**src/rtl/pci_pkg.sv**
```systemverilog
// Shared constants for the lane demux: default widths and the lane-index encoding.
package pci_pkg;

    localparam int DEFAULT_DATA_W = 8;
    localparam int DEFAULT_DEPTH  = 4;

    typedef enum logic {
        LANE0 = 1'b0,
        LANE1 = 1'b1
    } lane_e;

    function automatic lane_e otherLane(input lane_e lane);
        return (lane == LANE0) ? LANE1 : LANE0;
    endfunction

endpackage

```
**src/rtl/demux_stripe_l2_if.sv**
```systemverilog
// Upstream byte stream plus the two downstream lane streams of demux_stripe_l2.
interface demux_stripe_l2_if
    import pci_pkg::*;
#(
    parameter int DATA_W = DEFAULT_DATA_W
);

    logic [DATA_W-1:0] dataIn;
    logic              validIn;
    logic              readyOut;
    logic              selector;
    logic              stripeEn;
    logic              laneNext;
    logic [DATA_W-1:0] dataOut0;
    logic [DATA_W-1:0] dataOut1;
    logic              validOut0;
    logic              validOut1;
    logic              readyIn0;
    logic              readyIn1;

    // The block itself: consumes the upstream byte, produces both lane heads.
    modport slave (
        input  dataIn, validIn, selector, stripeEn, readyIn0, readyIn1,
        output readyOut, laneNext, dataOut0, dataOut1, validOut0, validOut1
    );

    // The environment: drives upstream bytes and downstream consumer readiness.
    modport master (
        output dataIn, validIn, selector, stripeEn, readyIn0, readyIn1,
        input  readyOut, laneNext, dataOut0, dataOut1, validOut0, validOut1
    );

endinterface

```
**src/rtl/demux_stripe_l2_lane_fifo.sv**
```systemverilog
// First-word-fall-through FIFO for one lane; head entry is visible whenever not empty.
module lane_fifo
    import pci_pkg::*;
#(
    parameter int DATA_W = DEFAULT_DATA_W,
    parameter int DEPTH  = DEFAULT_DEPTH
) (
    input  logic              clk,
    input  logic              reset,
    input  logic              push,
    input  logic [DATA_W-1:0] pushData,
    input  logic              pop,
    output logic [DATA_W-1:0] headData,
    output logic              full,
    output logic              empty
);

    localparam int PTR_W = $clog2(DEPTH);
    localparam int CNT_W = PTR_W + 1;

    logic [DATA_W-1:0] mem [DEPTH];
    logic [PTR_W-1:0]  wrPtr;
    logic [PTR_W-1:0]  rdPtr;
    logic [CNT_W-1:0]  count;
    logic              doPush;
    logic              doPop;

    assign full     = (count == CNT_W'(DEPTH));
    assign empty    = (count == '0);
    assign headData = mem[rdPtr];
    assign doPush   = push && !full;
    assign doPop    = pop && !empty;

    // Pointers wrap modulo DEPTH for free because DEPTH is a power of two.
    always_ff @(posedge clk) begin
        if (reset) begin
            // NOTE: state registers use non-blocking assignments so every flop samples pre-edge values.
            wrPtr <= '0;
            rdPtr <= '0;
            count <= '0;
        end else begin
            if (doPush) wrPtr <= wrPtr + PTR_W'(1);
            if (doPop)  rdPtr <= rdPtr + PTR_W'(1);
            case ({doPush, doPop})
                2'b10:   count <= count + CNT_W'(1);
                2'b01:   count <= count - CNT_W'(1);
                default: count <= count;
            endcase
        end
    end

    // NOTE: the storage array has no reset; stale entries are unreachable once count is cleared.
    always_ff @(posedge clk) begin
        if (doPush) mem[wrPtr] <= pushData;
    end

endmodule

```
**src/rtl/demux_stripe_l2.sv**
```systemverilog
// Two-lane byte demux: stripes alternately across lanes or follows the selector.
module demux_stripe_l2
    import pci_pkg::*;
#(
    parameter int DATA_W = DEFAULT_DATA_W,
    parameter int DEPTH  = DEFAULT_DEPTH
) (
    input logic               clk,
    input logic               reset,
    demux_stripe_l2_if.slave  bus
);

    lane_e lanePtr;
    lane_e target;
    logic  full0;
    logic  full1;
    logic  empty0;
    logic  empty1;
    logic  accept;
    logic  push0;
    logic  push1;
    logic  pop0;
    logic  pop1;

    assign target       = bus.stripeEn ? lanePtr : lane_e'(bus.selector);
    assign bus.laneNext = target;
    assign bus.readyOut = (target == LANE1) ? !full1 : !full0;
    assign accept       = bus.validIn && bus.readyOut;

    always_comb begin
        // NOTE: defaults first so no path through this block leaves a signal unassigned (no latch).
        push0 = 1'b0;
        push1 = 1'b0;
        if (accept) begin
            if (target == LANE1) push1 = 1'b1;
            else                 push0 = 1'b1;
        end
    end

    assign bus.validOut0 = !empty0;
    assign bus.validOut1 = !empty1;
    assign pop0          = bus.validOut0 && bus.readyIn0;
    assign pop1          = bus.validOut1 && bus.readyIn1;

    // Selector mode parks the pointer on lane 0 so the next stripe run starts there.
    always_ff @(posedge clk) begin
        if (reset)              lanePtr <= LANE0;
        else if (!bus.stripeEn) lanePtr <= LANE0;
        else if (accept)        lanePtr <= otherLane(lanePtr);
    end

    lane_fifo #(
        .DATA_W (DATA_W),
        .DEPTH  (DEPTH)
    ) u_lane0 (
        .clk      (clk),
        .reset    (reset),
        .push     (push0),
        .pushData (bus.dataIn),
        .pop      (pop0),
        .headData (bus.dataOut0),
        .full     (full0),
        .empty    (empty0)
    );

    lane_fifo #(
        .DATA_W (DATA_W),
        .DEPTH  (DEPTH)
    ) u_lane1 (
        .clk      (clk),
        .reset    (reset),
        .push     (push1),
        .pushData (bus.dataIn),
        .pop      (pop1),
        .headData (bus.dataOut1),
        .full     (full1),
        .empty    (empty1)
    );

endmodule

```
**src/flat_wrapper.sv**
```systemverilog
// flat-port wrapper written by rule: the top's interface ports become plain ports
module demux_stripe_l2_flat import pci_pkg::*;
#(
    parameter int DATA_W = DEFAULT_DATA_W,
    parameter int DEPTH  = DEFAULT_DEPTH
)
  (clk, reset, bus_dataIn, bus_validIn, bus_selector, bus_stripeEn, bus_readyIn0, bus_readyIn1, bus_readyOut, bus_laneNext, bus_dataOut0, bus_dataOut1, bus_validOut0, bus_validOut1);
  demux_stripe_l2_if #(.DATA_W(DATA_W)) bus_i ();
  input logic clk;
  input logic reset;
  input wire logic [$bits(bus_i.dataIn)-1:0] bus_dataIn;
  input wire logic [$bits(bus_i.validIn)-1:0] bus_validIn;
  input wire logic [$bits(bus_i.selector)-1:0] bus_selector;
  input wire logic [$bits(bus_i.stripeEn)-1:0] bus_stripeEn;
  input wire logic [$bits(bus_i.readyIn0)-1:0] bus_readyIn0;
  input wire logic [$bits(bus_i.readyIn1)-1:0] bus_readyIn1;
  output wire logic [$bits(bus_i.readyOut)-1:0] bus_readyOut;
  output wire logic [$bits(bus_i.laneNext)-1:0] bus_laneNext;
  output wire logic [$bits(bus_i.dataOut0)-1:0] bus_dataOut0;
  output wire logic [$bits(bus_i.dataOut1)-1:0] bus_dataOut1;
  output wire logic [$bits(bus_i.validOut0)-1:0] bus_validOut0;
  output wire logic [$bits(bus_i.validOut1)-1:0] bus_validOut1;
  assign bus_i.dataIn = bus_dataIn;
  assign bus_i.validIn = bus_validIn;
  assign bus_i.selector = bus_selector;
  assign bus_i.stripeEn = bus_stripeEn;
  assign bus_i.readyIn0 = bus_readyIn0;
  assign bus_i.readyIn1 = bus_readyIn1;
  assign bus_readyOut = bus_i.readyOut;
  assign bus_laneNext = bus_i.laneNext;
  assign bus_dataOut0 = bus_i.dataOut0;
  assign bus_dataOut1 = bus_i.dataOut1;
  assign bus_validOut0 = bus_i.validOut0;
  assign bus_validOut1 = bus_i.validOut1;
  demux_stripe_l2 #(.DATA_W(DATA_W), .DEPTH(DEPTH)) u_core (.clk(clk), .reset(reset), .bus(bus_i));
endmodule
```
**config.mk**
```make
export PLATFORM = sky130hd
export DESIGN_NAME = demux_stripe_l2_flat
export DESIGN_NICKNAME = d
export VERILOG_FILES = /design/src/rtl/pci_pkg.sv /design/src/rtl/demux_stripe_l2_if.sv /design/src/rtl/demux_stripe_l2_lane_fifo.sv /design/src/rtl/demux_stripe_l2.sv /design/src/flat_wrapper.sv
export SDC_FILE = /design/constraint.sdc
export NUM_CORES = 1
export LEC_CHECK = 0
export CORE_UTILIZATION = 30
export CTS_CLUSTER_SIZE = 10
export DETAILED_ROUTE_END_ITERATION = 16
export GPL_TIMING_DRIVEN = 0
export SLEW_MARGIN = 20
export SYNTH_ARGS = -nofsm -noshare
export SYNTH_HDL_FRONTEND = slang
export SYNTH_SLANG_ARGS = --single-unit
```
**constraint.sdc**
```tcl
create_clock -name clk -period 2.8 [get_ports clk]
set_clock_uncertainty 0.2 [all_clocks]
set_input_delay 0.56 -clock clk [delete_from_list [all_inputs] [get_ports clk]]
set_output_delay 0.56 -clock clk [all_outputs]
set_load 0.01 [all_outputs]
```
* After elaboration in Yosys (flattened, before gate mapping) *
Memory sizes are Yosys's and may differ from the RTL's. A register that Yosys moved wholly into a read port is not among the register bits.
Index checks and enable logic that the tools add are counted.

storage, ports and cells
  flip-flop bits (word level) = 15
  RAM bits = 64
  output and inout port bits = 20
  logic and storage cells = 57
  memories kept = 2

operators by class
  add/sub/neg operators = 8
  eq/ne operators = 6
  mux-type cells = 17
  bitwise gates (word level) = 1
  reduce and logical (&&, ||, !) cells = 16

memories
  memory              depth  width  read ports  clocked after memory_dff  wr ports  RTL line                         source
  u_core.u_lane0.mem  4      8      1           1                         1         demux_stripe_l2_lane_fifo.sv:21  logic [DATA_W-1:0] mem [DEPTH];
  u_core.u_lane1.mem  4      8      1           1                         1         demux_stripe_l2_lane_fifo.sv:21

operators by type and width
  kind                 count
  $pmux 3 s2           2
  $mux 1               11
  $add 2x1->2 const B  4
  $mux 2               4
  $logic_and 1x1->1    7
  $add 3x1->3 const B  2
  $eq 3x3->1 const B   2
  $logic_not 3->1      2
  $sub 3x1->3 const B  2
  $eq 2x1->1 const B   2
  $eq 2x2->1 const B   2
  $logic_not 1->1      4
  $reduce_bool 2->1    2
  $reduce_or 2->1      1
  $not 1->1            1

* Depth between registers and ports, before layout *
Gate-level depths: netlist of the first run.

  word-level depth = 8
  gate-level depth with buffers = 11
  mapped depth without buffers = 10

* Hierarchy *
Synthesis of the first run repeated with hierarchy kept, for this count alone.

second synthesis, totals
  cell total of the unflattened synthesis = 209
  area, all modules = 3,387.0 µm²

by module, submodules not included
  module           times used  cells an instance  area each (µm²)
  lane_fifo        2           96                 1,635.3
  demux_stripe_l2  1           17                 116.4

* Worst setup path after synthesis of the first run *
No wires, ideal clock.

  path kind = input -> register
  start = input port bus_stripeEn
  end = register u_core.u_lane1.count[2]
  library setup time = 71 ps
  arrival = 2,340 ps
  path slack = 189 ps
  stages = 11
  path through = mux2i_1 > inv_1 > and3_1 > buf_6 > clkinv_4 > ha_1 > inv_1 > fa_1 > xor2_1 > or3_1 > a21oi_1

on the way
  word-level cells in the longest chain between the ends = 7
  elaborated cells on any way between the ends = 10
  those cells by class = eq/ne (2); mux (5); reduce/logical (3)

ends and longest elaborated chain
  what                                             RTL line                         source
  start, declared                                  flat_wrapper.sv:14               input wire logic [$bits(bus_i.stripeEn)-1:0] bus_stripeEn;
  $mux 1 (*)                                       demux_stripe_l2.sv:25            assign target = bus.stripeEn ? lanePtr : lane_e'(bus.selector);
  net bus_laneNext                                 flat_wrapper.sv:18               output wire logic [$bits(bus_i.laneNext)-1:0] bus_laneNext;
  $mux 1                                           demux_stripe_l2.sv:27            assign bus.readyOut = (target == LANE1) ? !full1 : !full0;
  $logic_and 1x1->1                                demux_stripe_l2.sv:28            assign accept = bus.validIn && bus.readyOut;
  $mux 1 (*)                                       demux_stripe_l2.sv:34            if (accept) begin
  $logic_and 1x1->1 (*)                            demux_stripe_l2_lane_fifo.sv:31  assign doPush = push && !full;
  $eq 2x1->1 or $eq 2x2->1 (tied branches)         demux_stripe_l2_lane_fifo.sv:44  case ({doPush, doPop})
  $pmux 3 s2 or $reduce_bool 2->1 (tied branches)  n/a
  end signal, assigned                             demux_stripe_l2_lane_fifo.sv:45  2'b10: count <= count + CNT_W'(1);
  end signal, assigned                             demux_stripe_l2_lane_fifo.sv:46  2'b01: count <= count - CNT_W'(1);
  end signal, assigned                             demux_stripe_l2_lane_fifo.sv:47  default: count <= count;
  end, declared                                    demux_stripe_l2_lane_fifo.sv:24  logic [CNT_W-1:0] count;

Mark *: on every way through the listed nets, which the timed path passes. The rest lies on a longest branch.
A chain may end at the register's enable or synchronous reset.

==> results summary, run 1 <==
The run finished with clean final reports. Before antenna repair, the detailed router went through 4 iterations. The maximum frequency from static timing analysis is 0.375 GHz. The hold violation count in the final report came out at 0. The critical path is of the reg -> out type. In this run the critical register-to-register path is captured at u_core.u_lane0.count[2]. The number of nets produced by synthesis came out at 221. The number of library cell types mapped by synthesis came out at 31. The worst setup slack after layout came out at 0.131 ns. CTS saw 83 sinks. The worst min-delay path startpoint is u_core.u_lane0.count[2]. The total die area came out at 0.0115 mm^2.

From left edge to right edge, the die measures 107 um. The portion of the post-synthesis area used by sequential elements is 69.2%. TritonCTS built the clock tree.

The final-report setup violation count came out at 0. The worst hold path terminates at u_core.u_lane0.count[2]. The cts-stage hold buffer count came out at 0.

The sort of element at the start of the critical path is a flop. The number of antenna violations at the first check in global routing came out at 0. In the final routed layout, each cell accounts on average for 14.5 um. The switching part of the total power is 27.5%. The share of total power in sequential cells came out at 46.4%. The data required time of the critical path came out at 2.04 ns. The number of clock buffers inserted by TritonCTS is 9. The worst hold-check path type is reg -> reg. The tool flagged a number of max-cap violations equal to 0. The final RePlAce weighted congestion came out at 0.688. The adder and majority cell fraction of the synthesized area came out at 4.96%. OpenSTA, run right after detailed placement, puts the worst setup slack at -0.438 ns. The largest individual stage delay along the critical path comes from the cell mux4_2. Summed over all layers, the routed wires come to 5530 um. Port buffering added 33 buffers. The most instantiated library cell after synthesis is edfxtp_1. In this run the tightest slew margin relative to its limit is 67.2%.

The delay of the slowest critical-path stage came out at 0.54 ns. The switching power is 0.899 mW. The area share of and/or/nand/nor cells after synthesis is 6.05%. Counting instances, the worst hold path has a depth of 2. The average vias per placed instance came out at 4.37.

The I/O pin total is 35. Walking the worst path, the cells encountered are buf_4 > mux4_2 > clkdlybuf4s50_1. In the synthesized netlist the dominant register cell turns out to be edfxtp_1. The Yosys step of the flow raised 0 warnings.

The residual DRC count is 0. Of all flip-flops after synthesis, the portion carrying an async set or reset was 0%. For this block, the initial DRC count from the detailed router was 83. The average instance area after synthesis came out at 17.2 um^2.

The final route contains 1670 vias. The via count of the first global-routing pass came out at 1771. The number of flip-flops and latches in the synthesized netlist is 83. The startpoint identified for the worst register-to-register timing path is u_core.u_lane0.count[0]. The net total in the final layout is 264.

The root buffer cell chosen for the clock tree is clkbuf_8. Of the available clock period, the critical path in the final layout requires 95.3%. The power density of the placed cells came out at 808 mW/mm^2. The pin count of the biggest net entering global routing came out at 16.

In this run the number of H-tree levels came out at 3. The worst setup slack for register-to-register paths is 0.13 ns. The clock transition time at the flip-flop clock pins of the worst setup and hold paths came out at 0.08 ns. The worst setup path is captured at an output pin. Summing the areas of all xor and xnor instances in the mapped netlist gives 2.63% of the synthesized area. The maximum count of clock buffers along a single path came out at 2. The estimated wirelength of the detail-placed design came out at 3670 um. The worst register-to-register path has a depth of 10. The setup TNS after final layout came out at 0 ns. The synthesized cell area came out at 0.00333 mm^2. Setup repair after global routing left no endpoint under its margin. The vertical die dimension is 107 um. Synthesis produced a netlist whose cell count is 194. The number of inserted diodes is 0. The synthesized netlist devotes 2.41% of its cell area to compound gates. The slew at the pin with the worst max-slew slack came out at 0.492 ns. The utilization of the core after routing came out at 37.4%. The number of nets with antenna violations after detailed routing is 0. The part of the total power dissipated in combinational logic came out at 27.3%. The endpoint arrival time on the critical path is 1.91 ns. Along the worst path, the maximum fanout reaches 8. edfxtp_1 takes more of the synthesized area than any other cell.

Counting instances in the post-synthesis netlist gives the leading cell types as 64 x edfxtp_1, 19 x dfxtp_1, 16 x mux4_2. Across every metal layer, demand over resource in global routing totals 10.6%. The share of cells above drive strength 1 is 21.1%. In the synthesized netlist, mux cells make up 11.6% of the area.

The number of max-slew violations in the final report came out at 0. Ranked by total cell area, the synthesized netlist is headed by edfxtp_1 58%, dfxtp_1 11%, mux4_2 11%. The clock network fraction of design power is 26.3%. The leakage power figure is 1.32 nW. The leftover overflow at the end of global routing came out at 0. The first global-routing pass estimated 9050 um of wire. The area growth from synthesis to layout is 21.7%.

Internal power comes to 2.37 mW. The initialized floorplan defines 38 standard-cell rows. The clock insertion delay at the later pin of the skew report is 0.34 ns. The total area inside the core boundary comes to 0.0108 mm^2.

The worst supply voltage drop on vdd is 0.360 mV. The starting density of the core came out at 30.7%. The number of synthesized flops with an enable pin came out at 64. The clock period could shrink to 2.67 ns. By area, the combinational part of the netlist is dominated by multiplexers.

The share of the synthesized area in the top cell type is 57.7%.
## worst max path at each step
stage	slack, ns	endpoint	cells past startpoint
2_1_floorplan	0.19	u_core.u_lane1.count[2]	11
3_3_place_gp	-0.43	u_core.u_lane1.count[2]	12
3_5_place_dp	-0.44	u_core.u_lane1.count[2]	12
4_1_cts	0.04	bus_dataOut0[5]	3
5_1_grt	0.008	u_core.u_lane0.count[2]	10
6_report	0.13	bus_dataOut1[4]	3
## power groups by stage
stage                     Clock, mW  Sequential (mW)  Combinational [mW]
final                         0.859             1.52               0.893
after global routing          0.938             1.54               0.987
after CTS                     0.890             1.51               0.916
after detailed placement          0             1.53               0.901
after global placement            0             1.53               0.892
after floorplan                   0             1.52               0.567
## final cells by class
| class | count | area, um^2 |
|---|---|---|
| timing repair buffer | 34 | 335 |
| clock inverter | 6 | 71.3 |
| inverter | 13 | 58.8 |
| buffer | 6 | 45.0 |
| clock buffer | 10 | 128 |
| multi-input combinational | 90 | 931 |
| fill | 1037 | 6790 |
| tap | 140 | 175 |
| sequential | 83 | 2300 |
## worst max-delay path: cells and delay by family, from the launching register on
family / cells / cell delay, ns
flip-flops: 1 / 0.32
multiplexers: 1 / 0.54
buffers and inverters: 2 / 0.70
## registers in the layout (all words and copies together) (netlist names), named ones only
register / count
u_core.u_lane1.mem: 32
u_core.u_lane0.wrPtr: 2
u_core.u_lane1.count: 3
u_core.u_lane1.rdPtr: 2
u_core.lanePtr: 1
u_core.u_lane0.mem: 32
u_core.u_lane0.count: 3
u_core.u_lane0.rdPtr: 2
u_core.u_lane1.wrPtr: 2
## kinds of logic (layout without fill, tap and decap cells)
logic type / Yosys count / after routing
flip-flops: 83 / 83
XOR/XNOR: 10 / 10
AO/OA/AOI/OAI: 12 / 12
buffers and inverters: 21 / 69
AND/OR/NAND/NOR: 38 / 38
adder cells (fa/ha/maj): 12 / 12
multiplexers: 18 / 18
## stage by stage
step	hold slack, ns	total power, mW	std cells	area, um^2
4_1_cts	0.310	3.31	384	4050
3_3_place_gp	0.286	2.42	367	3830
2_1_floorplan	0.273	2.08	194	3330
6_report	0.299	3.27	382	4050
5_1_grt	0.333	3.46	382	4050
3_5_place_dp	0.298	2.43	367	3830
## timing repair
| item | 4_1_cts | 5_1_grt |
|---|---|---|
| setup endpoints to repair | 6 | 10 |
| gates resized for setup | 5 | 5 |
| endpoints found under the hold margin | 0 | 0 |
| setup buffers | 1 | 0 |
## layer usage
layer | GRT usage (%) | vias to the layer above | routed length, um
met4 | 3.52 | 0 | 48
met2 | 16.0 | 44 | 2450
met1 | 14.5 | 816 | 2730
met3 | 3.45 | 7 | 302
li1 | - | 803 | -
met5 | 0 | - | 0
## cell usage in the layout (no fill, tap or decap), types with 3 or more instances in the layout
cell,n
buf_4,3
dfxtp_1,17
xnor2_1,4
a21oi_2,3
inv_1,11
xor2_1,6
clkdlybuf4s50_1,31
a21oi_1,4
and2_1,8
edfxtp_1,64
ha_1,8
clkbuf_1,3
clkbuf_8,9
nor2_1,14
nand2_1,4
or3_1,3
mux4_2,16
inv_6,3
No activity file was read; power rests on OpenSTA's default activity.
==> inputs of run 2 (changes only) <==
Settings changed: SLEW_MARGIN 20 to 30.
==> results of run 2 <==
No change in the layout: final DEF, timing and power equal those of run 1.
